[src/rtl/uart_word_tx.sv]
// Word-oriented UART transmitter: 32-bit words are queued in a small FIFO and sent
// as four 8N(STOP_BITS) frames, most significant byte and most significant bit first.
module uart_word_tx #(
  parameter int CLKS_PER_BIT = 1,
  parameter int STOP_BITS    = 1,
  parameter int DEPTH        = 4
) (
  input  logic                     clk,
  input  logic                     rst,
  input  logic [31:0]              wdata,
  input  logic                     wvalid,
  output logic                     wready,
  output logic                     txd,
  output logic                     busy,
  output logic [$clog2(DEPTH):0]   fifo_count
);

  localparam int AW = $clog2(DEPTH);
  localparam int CW = (CLKS_PER_BIT > 1) ? $clog2(CLKS_PER_BIT) : 1;
  localparam int SW = (STOP_BITS > 1) ? $clog2(STOP_BITS) : 1;
  localparam logic [CW-1:0] CNT_LAST   = CW'(CLKS_PER_BIT - 1);
  localparam logic [SW-1:0] STOP_LAST  = SW'(STOP_BITS - 1);
  localparam logic [AW:0]   FULL_COUNT = (AW + 1)'(DEPTH);

  typedef enum logic [1:0] {
    IDLE,
    START,
    DATA,
    STOP
  } state_t;

  // word FIFO
  logic [31:0]   mem [DEPTH];
  logic [AW-1:0] wr_ptr_reg, wr_ptr_next;
  logic [AW-1:0] rd_ptr_reg, rd_ptr_next;
  logic [AW:0]   count_reg, count_next;
  logic          push;
  logic          pop;

  // serializer
  state_t        state_reg, state_next;
  logic [31:0]   shifter_reg, shifter_next;
  logic [1:0]    byte_idx_reg, byte_idx_next;
  logic [2:0]    bit_idx_reg, bit_idx_next;
  logic [CW-1:0] clk_cnt_reg, clk_cnt_next;
  logic [SW-1:0] stop_cnt_reg, stop_cnt_next;
  logic          txd_reg, txd_next;
  logic          busy_reg, busy_next;
  logic          tick;
  logic [7:0]    cur_byte;

  assign wready     = (count_reg < FULL_COUNT);
  assign push       = wvalid && wready;
  assign txd        = txd_reg;
  assign busy       = busy_reg;
  assign fifo_count = count_reg;

  always_ff @(posedge clk) begin
    if (push) begin
      mem[wr_ptr_reg] <= wdata;
    end
  end

  always_comb begin
    wr_ptr_next = wr_ptr_reg;
    rd_ptr_next = rd_ptr_reg;
    count_next  = count_reg;
    if (push) begin
      wr_ptr_next = wr_ptr_reg + AW'(1);
    end
    if (pop) begin
      rd_ptr_next = rd_ptr_reg + AW'(1);
    end
    case ({push, pop})
      2'b10:   count_next = count_reg + (AW + 1)'(1);
      2'b01:   count_next = count_reg - (AW + 1)'(1);
      default: count_next = count_reg;
    endcase
  end

  assign tick = (clk_cnt_reg == CNT_LAST);

  always_comb begin
    state_next    = state_reg;
    shifter_next  = shifter_reg;
    byte_idx_next = byte_idx_reg;
    bit_idx_next  = bit_idx_reg;
    clk_cnt_next  = clk_cnt_reg;
    stop_cnt_next = stop_cnt_reg;
    pop           = 1'b0;

    // the bit-period counter only runs while a frame is on the line
    if (state_reg != IDLE) begin
      clk_cnt_next = tick ? '0 : clk_cnt_reg + CW'(1);
    end

    case (state_reg)
      IDLE: begin
        clk_cnt_next = '0;
        if (count_reg != '0) begin
          pop           = 1'b1;
          shifter_next  = mem[rd_ptr_reg];
          byte_idx_next = 2'd0;
          state_next    = START;
        end
      end
      START: begin
        if (tick) begin
          bit_idx_next = 3'd0;
          state_next   = DATA;
        end
      end
      DATA: begin
        if (tick) begin
          if (bit_idx_reg == 3'd7) begin
            stop_cnt_next = '0;
            state_next    = STOP;
          end else begin
            bit_idx_next = bit_idx_reg + 3'd1;
          end
        end
      end
      STOP: begin
        if (tick) begin
          if (stop_cnt_reg != STOP_LAST) begin
            stop_cnt_next = stop_cnt_reg + SW'(1);
          end else if (byte_idx_reg != 2'd3) begin
            byte_idx_next = byte_idx_reg + 2'd1;
            shifter_next  = {shifter_reg[23:0], 8'h00};
            state_next    = START;
          end else if (count_reg != '0) begin
            // chain straight into the next word so back-to-back words have no gap
            pop           = 1'b1;
            shifter_next  = mem[rd_ptr_reg];
            byte_idx_next = 2'd0;
            state_next    = START;
          end else begin
            state_next = IDLE;
          end
        end
      end
      default: state_next = IDLE;
    endcase
  end

  // txd is produced from the upcoming state so the line changes on the same edge
  assign cur_byte = shifter_next[31:24];

  always_comb begin
    txd_next = 1'b1;
    case (state_next)
      START:   txd_next = 1'b0;
      DATA:    txd_next = cur_byte[3'd7 - bit_idx_next];
      default: txd_next = 1'b1;
    endcase
    busy_next = (state_next != IDLE) || (count_next != '0);
  end

  always_ff @(posedge clk) begin
    if (rst) begin
      wr_ptr_reg   <= '0;
      rd_ptr_reg   <= '0;
      count_reg    <= '0;
      state_reg    <= IDLE;
      shifter_reg  <= '0;
      byte_idx_reg <= '0;
      bit_idx_reg  <= '0;
      clk_cnt_reg  <= '0;
      stop_cnt_reg <= '0;
      txd_reg      <= 1'b1;
      busy_reg     <= 1'b0;
    end else begin
      wr_ptr_reg   <= wr_ptr_next;
      rd_ptr_reg   <= rd_ptr_next;
      count_reg    <= count_next;
      state_reg    <= state_next;
      shifter_reg  <= shifter_next;
      byte_idx_reg <= byte_idx_next;
      bit_idx_reg  <= bit_idx_next;
      clk_cnt_reg  <= clk_cnt_next;
      stop_cnt_reg <= stop_cnt_next;
      txd_reg      <= txd_next;
      busy_reg     <= busy_next;
    end
  end

endmodule
[config.mk]
export PLATFORM = sky130hd
export DESIGN_NAME = uart_word_tx
export DESIGN_NICKNAME = d
export VERILOG_FILES = /design/src/rtl/uart_word_tx.sv
export SDC_FILE = /design/constraint.sdc
export NUM_CORES = 1
export LEC_CHECK = 0
export ABC_CLOCK_PERIOD_IN_PS = 4300
export BUFFER_PORTS_ARGS = -buffer_cell sky130_fd_sc_hd__buf_2
export CORE_MARGIN = 2
export CORE_UTILIZATION = 30
export DETAILED_ROUTE_END_ITERATION = 16
export PLACE_DENSITY_LB_ADDON = 0.15
export SLEW_MARGIN = 25
export SYNTH_ARGS = -nofsm -noshare
export SYNTH_HDL_FRONTEND = slang
export SYNTH_SLANG_ARGS = --single-unit
[constraint.sdc]
create_clock -name clk -period 4.3 [get_ports clk]
set_input_delay 0.86 -clock clk [delete_from_list [all_inputs] [get_ports clk]]
set_output_delay 0.86 -clock clk [all_outputs]
set_load 0.1 [all_outputs]
==> results of run 1 <==
worst max path at each step:
stage,startpoint,depth (start not counted),endpoint
6_report,state_reg[0]$_SDFF_PP0_,9,txd$_SDFF_PP1_
5_1_grt,state_reg[0]$_SDFF_PP0_,9,txd$_SDFF_PP1_
4_1_cts,state_reg[0]$_SDFF_PP0_,9,txd$_SDFF_PP1_
3_5_place_dp,state_reg[0]$_SDFF_PP0_,9,txd$_SDFF_PP1_
3_3_place_gp,state_reg[0]$_SDFF_PP0_,9,txd$_SDFF_PP1_
2_1_floorplan,fifo_count[2]$_SDFF_PP0_,10,busy$_SDFF_PP0_
cell usage after synthesis (2+ instances only):
cell / number / area [µm²]
edfxtp_1: 128 / 3840
nand2_1: 60 / 225
dfxtp_1: 50 / 1000
nor2_1: 49 / 184
mux4_2: 25 / 563
and3_1: 17 / 106
clkbuf_1: 13 / 48.8
ha_1: 13 / 163
a22oi_1: 12 / 90.1
a221oi_1: 11 / 96.3
a221oi_2: 11 / 165
inv_1: 10 / 37.5
and2_1: 8 / 50.1
buf_2: 8 / 40.0
mux4_1: 7 / 184
nand3_1: 6 / 30.0
a21oi_1: 4 / 20.0
a22o_1: 3 / 26.3
a31oi_1: 3 / 18.8
buf_12: 3 / 60.1
nor2b_1: 3 / 18.8
o21ai_0: 3 / 15.0
xnor2_1: 3 / 26.3
xor2_1: 3 / 26.3
a21bo_2: 2 / 20.0
buf_1: 2 / 7.51
mux2i_1: 2 / 20.0
nand3b_1: 2 / 15.0
final cells by class:
type                            instances  area, µm²  area share
Inverter                               10       37.5     0.00450
Clock buffer                           19        443      0.0530
Multi-Input combinational cell        264       2230       0.267
Sequential cell                       178       4850       0.580
Clock inverter                         13        125      0.0150
Tap cell                              319        399      0.0478
Timing Repair Buffer                   49        268      0.0321
metal layers:
metal | global-route usage | vias up
met5 | 0 | -
met4 | 0.0384 | 0
met3 | 0.0262 | 9
met2 | 0.207 | 53
met1 | 0.167 | 2032
li1 | - | 1899
per-stage QoR:
stage          power, mW   util  hold slack, ns
2_1_floorplan       3.87      -           0.427
6_report            5.80  0.354           0.460
3_3_place_gp        4.36  0.330           0.451
5_1_grt             6.17  0.354           0.480
3_5_place_dp        4.40  0.330           0.453
4_1_cts             5.90  0.354           0.460
worst reg2reg max path: stages, from the launching register on:
cell and delay [ns]:
dfxtp_1 0.33, inv_1 0.10, ha_1 0.53, buf_4 0.33
inv_1 0.48, o21ai_4 0.28, a221oi_1 0.44, nand3_1 0.12
a31oi_1 0.18, o211ai_1 0.11
cells in the final DEF (no fill, tap or decap), types with 2 or more instances in the layout:
cell        count
nor3_2          2
buf_4           9
nand3_1         6
nor2b_1         3
buf_2          40
a31oi_1         3
mux4_1          7
a221oi_1       11
clkinvlp_4      3
o21ai_0         3
nor2_1         49
a22o_1          3
xor2_1          3
nand3b_1        2
nand2_1        60
a21bo_2         2
dfxtp_1        48
xnor2_1         3
a21oi_1         4
and3_1         17
edfxtp_1      128
clkbuf_16      17
mux2i_1         2
mux4_2         25
clkinv_4        3
dfxtp_2         2
a221oi_2       11
inv_6           3
a22oi_1        12
inv_1          10
ha_1           13
and2_1          8
power by group through the flow:
stage | clock [mW] | combinational, mW | sequential (mW)
after CTS | 1.53 | 1.96 | 2.41
after floorplan | 0 | 1.38 | 2.50
after global placement | 0 | 1.93 | 2.43
after detailed placement | 0 | 1.95 | 2.45
after global routing | 1.60 | 2.13 | 2.44
final | 1.48 | 1.92 | 2.40
kinds of logic after synthesis:
| family | count (synthesis) | share of synthesized area |
|---|---|---|
| buffers and inverters | 37 | 0.0282 |
| muxes | 34 | 0.105 |
| xor gates and xnor gates | 6 | 0.00722 |
| adders and majority gates | 14 | 0.0251 |
| DFF | 178 | 0.666 |
| and+or+nand+nor | 152 | 0.0944 |
| AOI/OAI and AO/OA | 58 | 0.0738 |
==> results_dict.tcl, run 1 <==
set metrics [dict create \
    status "complete, no violations" \
    synth_cell_types 46 \
    finalCriticalPeriod_ns 3.01 \
    die_w_um 160 \
    gp_congestion 0.808 \
    drc_errors 0 \
    io-pin-count 41 \
    start_kind "flop" \
    drt_iter0_drc 227 \
    r2r_cells 9 \
    fill_cells 2298 \
    avgSynthCellArea_um2 15.2 \
    dp_cells 820 \
    setup_ws_ns 1.29 \
    finalInstanceArea_mm2 0.00835 \
    dr_wl_met3_um 385 \
    crit_path_cell_trace "inv_1 -> ha_1 -> buf_4 -> inv_1 -> o21ai_4 -> a221oi_1 -> nand3_1 -> a31oi_1 -> o211ai_1" \
    rr_endpoint "txd$_SDFF_PP1_" \
    tritoncts "built" \
    drv_slew 0 \
    r2r_setup_slack_ns 1.29 \
    cts.path.max_buffers 2 \
    area_delta_synth_final_pct 14.8 \
    cp_slowest_cell "ha_1" \
    ys_warn_count 0 \
    vias 3993 \
    hold_depth 2 \
    largest_reg_flops 128 \
    grt_pass1_wl_um 24200 \
    fin_nets 569 \
    dr_wl_met2_um 7470 \
    cp_max_fo 22 \
    ctsRootBufferMaster "clkbuf_16" \
    clock-sinks 178 \
    routedWlPerCell_um 18.0 \
    grt_start_max_net_pins 50 \
    syn_nets 528 \
    max-slew-margin-rel 0.281 \
    portBuffers 40 \
    num_rows 56 \
    drtAntennaViolNets 0 \
    wl_met1_um 7290 \
    dpl_cell_area_mm2 0.00778 \
    combPwrFrac 0.332 \
    routed.top_layer "met4" \
    seqPwrFrac 0.414 \
    final_cells 852 \
    core_area_mm2 0.0236 \
    clk_pin_slew_worst_paths_ns 0.07 \
    holdPathEnd "shifter_reg[30]$_SDFF_PP0_" \
    critical_path_class "flop to flop" \
    synth-main-ff-cell "edfxtp_1" \
    post_drt_via_cell_ratio 4.69 \
    max_freq_mhz 332 \
    path_buf_inv 3 \
    peakVddDrop_mv 0.509 \
    p_clk_frac 0.255 \
    die_y_um 160 \
    end_kind "flop" \
    rsz0062_at_grt "no" \
    start_util 0.308 \
    cp_slowest_stage_delay_ns 0.53 \
    finalCritPeriodShare 0.700 \
    htree_levels 4 \
    die-area_mm2 0.0255 \
    syn_inst 479 \
    worstPathArrival_ns 3.30 \
    pre_cts_ws_ns 1.34 \
    min-delay-start "shifter_reg[30]$_SDFF_PP0_" \
    switching_share 0.365 \
    r2r-start "state_reg[0]$_SDFF_PP0_" \
    ys_seq_area_frac 0.666 \
    postCtsResizedCells 0 \
    fin_skew_ns 0.00959 \
    yosys_register_bits 178 \
    crit_top_cell "inv_1" \
    tightest_slew_ns 1.08 \
    synth_area_mm2 0.00728 \
    ys_async_sr_fraction 0 \
    grt_usage 0.126 \
    hold_viol 0 \
    min_path_type "flop to flop" \
    p_int_mw 3.69 \
    hpwl_um 9350 \
    cts_buffers 17 \
    grt_pass1_vias 4142 \
    p_leak_nw 2.95 \
    synth_edf_count 128 \
    critPathRequiredTime_ns 4.60 \
    first_pass_iters 4 \
    cp_top_family "compound AO/OA/AOI/OAI gates" \
    switchingPower_mw 2.12 \
    num_antenna_cells 0 \
    drv_cap 0 \
    drt-total-wl_um 15300 \
    cts_hold_buf 0 \
    drive_gt1_frac 0.236 \
    clk_latency_ns 0.42 \
    finalSetupTns_ns 0 \
    power.density_mw_per_mm2 695 \
    cts_setup_buffers 0 \
    finalSetupViolCount 0 \
    grt_overflow 0 \
    antenna_found_initial 0 \
]
No activity file was read; power rests on OpenSTA's default activity.
==> run 2, diff against run 1 <==
--- a/config.mk
+++ b/config.mk
@@ -5,7 +5,7 @@
 export SDC_FILE = /design/constraint.sdc
 export NUM_CORES = 1
 export LEC_CHECK = 0
-export ABC_CLOCK_PERIOD_IN_PS = 4300
+export ABC_CLOCK_PERIOD_IN_PS = 2700
 export BUFFER_PORTS_ARGS = -buffer_cell sky130_fd_sc_hd__buf_2
 export CORE_MARGIN = 2
 export CORE_UTILIZATION = 30
==> constraint.sdc (replaced) <==
create_clock -name clk -period 2.7 [get_ports clk]
set_input_delay 0.54 -clock clk [delete_from_list [all_inputs] [get_ports clk]]
set_output_delay 0.54 -clock clk [all_outputs]
set_load 0.1 [all_outputs]
==> run 2 against run 1 <==
  * Global-route usage fell by 0.51 points
  * Non-clock buffer count increased by 11
  * Largest power group unchanged
  * Cell area grew 2.1%
  * Maximum frequency increased by 23%
  * First-iteration DRC count rose by 9.3%
  * Utilization up 0.74 points
  * Sequential share of layout area down 1.2 points
  * Combinational power rose by 70%
  * Worst hold slack worse by 0.14 ns
  * Worst setup slack got worse by 1.0 ns
==> results_dict.tcl, run 2 (synthesis gave the netlist of run 1 again) <==
set metrics [dict create \
    die_y_um 160 \
    tritoncts "built" \
    holdPathEnd "mem[3][11]$_DFFE_PP_" \
    final_core_util 0.361 \
    drt-total-wl_um 14800 \
    r2r-start "state_reg[0]$_SDFF_PP0_" \
    p_leak_nw 3.02 \
    max_freq_mhz 408 \
    layout_commonest_cell "edfxtp_1" \
    crit_top_cell "buf_4" \
    cts_buffers 17 \
    min_path_type "input port to flop" \
    start_util 0.308 \
    r2r_setup_slack_ns 0.25 \
    antenna_found_initial 0 \
    pre_cts_ws_ns 0.289 \
    crit_path_cell_trace "inv_1 -> ha_1 -> buf_4 -> nor3b_2 -> buf_4 -> a22o_1 -> a221oi_1 -> nand3_1 -> a31oi_1 -> o211ai_1" \
    rr_endpoint "txd$_SDFF_PP1_" \
    status "complete, no violations" \
    power_mw 9.41 \
    grt_overflow 0 \
    setup_ws_ns 0.250 \
    finalCritPeriodShare 0.908 \
    gp_congestion 0.755 \
    num_antenna_cells 0 \
    finalHoldWorstSlack_ns 0.323 \
    grt_usage 0.121 \
    cp_slowest_stage_delay_ns 0.36 \
    grt_start_max_net_pins 33 \
    die_w_um 160 \
    finalSetupTns_ns 0 \
    cp_slowest_cell "ha_1" \
    drc_errors 0 \
    drive_gt1_frac 0.256 \
    vias 4069 \
    io-pin-count 41 \
    clk_latency_ns 0.43 \
    routedWlPerCell_um 17.2 \
    tightest_slew_ns 0.560 \
    hold_viol 0 \
    portBuffers 40 \
    drt_iter0_drc 248 \
    most-common-layout-cells "edfxtp_1 (128), nand2_1 (60), nor2_1 (49)" \
    fin_skew_ns 0.0154 \
    dp_cells 831 \
    cts_hold_buf 0 \
    ctsRootBufferMaster "clkbuf_16" \
    grt_pass1_wl_um 23500 \
    hold_depth 1 \
    peakVddDrop_mv 0.581 \
    final_cells 863 \
    drtAntennaViolNets 0 \
    min-delay-start "wdata[11]" \
    core_area_mm2 0.0236 \
    first_pass_iters 5 \
    clk_pin_slew_worst_paths_ns 0.07 \
    max-slew-margin-rel 0.627 \
    finalSetupViolCount 0 \
    area_delta_synth_final_pct 17.2 \
    start_kind "flop" \
    finalCriticalPeriod_ns 2.45 \
    dpl_cell_area_mm2 0.00795 \
    cp_max_fo 28 \
    postCtsResizedCells 0 \
    rsz0062_at_grt "no" \
    clock-sinks 178 \
    drv_slew 0 \
    worstPathArrival_ns 2.75 \
    largest_reg_flops 128 \
    grt_pass1_vias 4138 \
    cts.path.max_buffers 2 \
    drv_cap 0 \
    critical_path_class "flop to flop" \
    power.density_mw_per_mm2 1100 \
    finalInstanceArea_mm2 0.00852 \
    hpwl_um 9520 \
    die-area_mm2 0.0255 \
    num_rows 56 \
    r2r_cells 10 \
    htree_levels 4 \
    critPathRequiredTime_ns 3.00 \
    end_kind "flop" \
    fin_nets 580 \
    cts_setup_buffers 0 \
    post_drt_via_cell_ratio 4.71 \
]
[run 2: critical path, delay by kind of cell (launching register included)]
family	cells	cell delay [ns]
fa+ha+maj	1	0.36
buf+inv	3	0.64
simple gates	2	0.21
compound gates	4	0.78
flops	1	0.34
[run 2: worst max-delay path by stage]
stage	start	to
after global placement	state_reg[0]$_SDFF_PP0_	txd$_SDFF_PP1_
after global routing	state_reg[0]$_SDFF_PP0_	txd$_SDFF_PP1_
after floorplan	fifo_count[2]$_SDFF_PP0_	busy$_SDFF_PP0_
after CTS	state_reg[0]$_SDFF_PP0_	txd$_SDFF_PP1_
final	state_reg[0]$_SDFF_PP0_	txd$_SDFF_PP1_
after detailed placement	state_reg[0]$_SDFF_PP0_	txd$_SDFF_PP1_
[run 2: layer usage]
metal  share of wire  GRT usage
met1            0.45      0.156
met2            0.49      0.196
met3           0.033     0.0273
met4           0.024     0.0504
met5               0          0
[run 2: report_power, final]
part	leakage [nW]	total, mW	switching [mW]	internal, mW
combinational	1.17	3.27	2.08	1.19
clock	0.270	2.38	1.03	1.35
sequential	1.58	3.76	0.264	3.50
[run 2: final cells by class]
class                      instances  area [µm²]
clock buffer                      22         474
clock inverter                    10         101
fill                            2264       15100
inverter                          10        37.5
multi-input combinational        264        2240
sequential                       178        4850
tap                              319         399
timing repair buffer              60         425
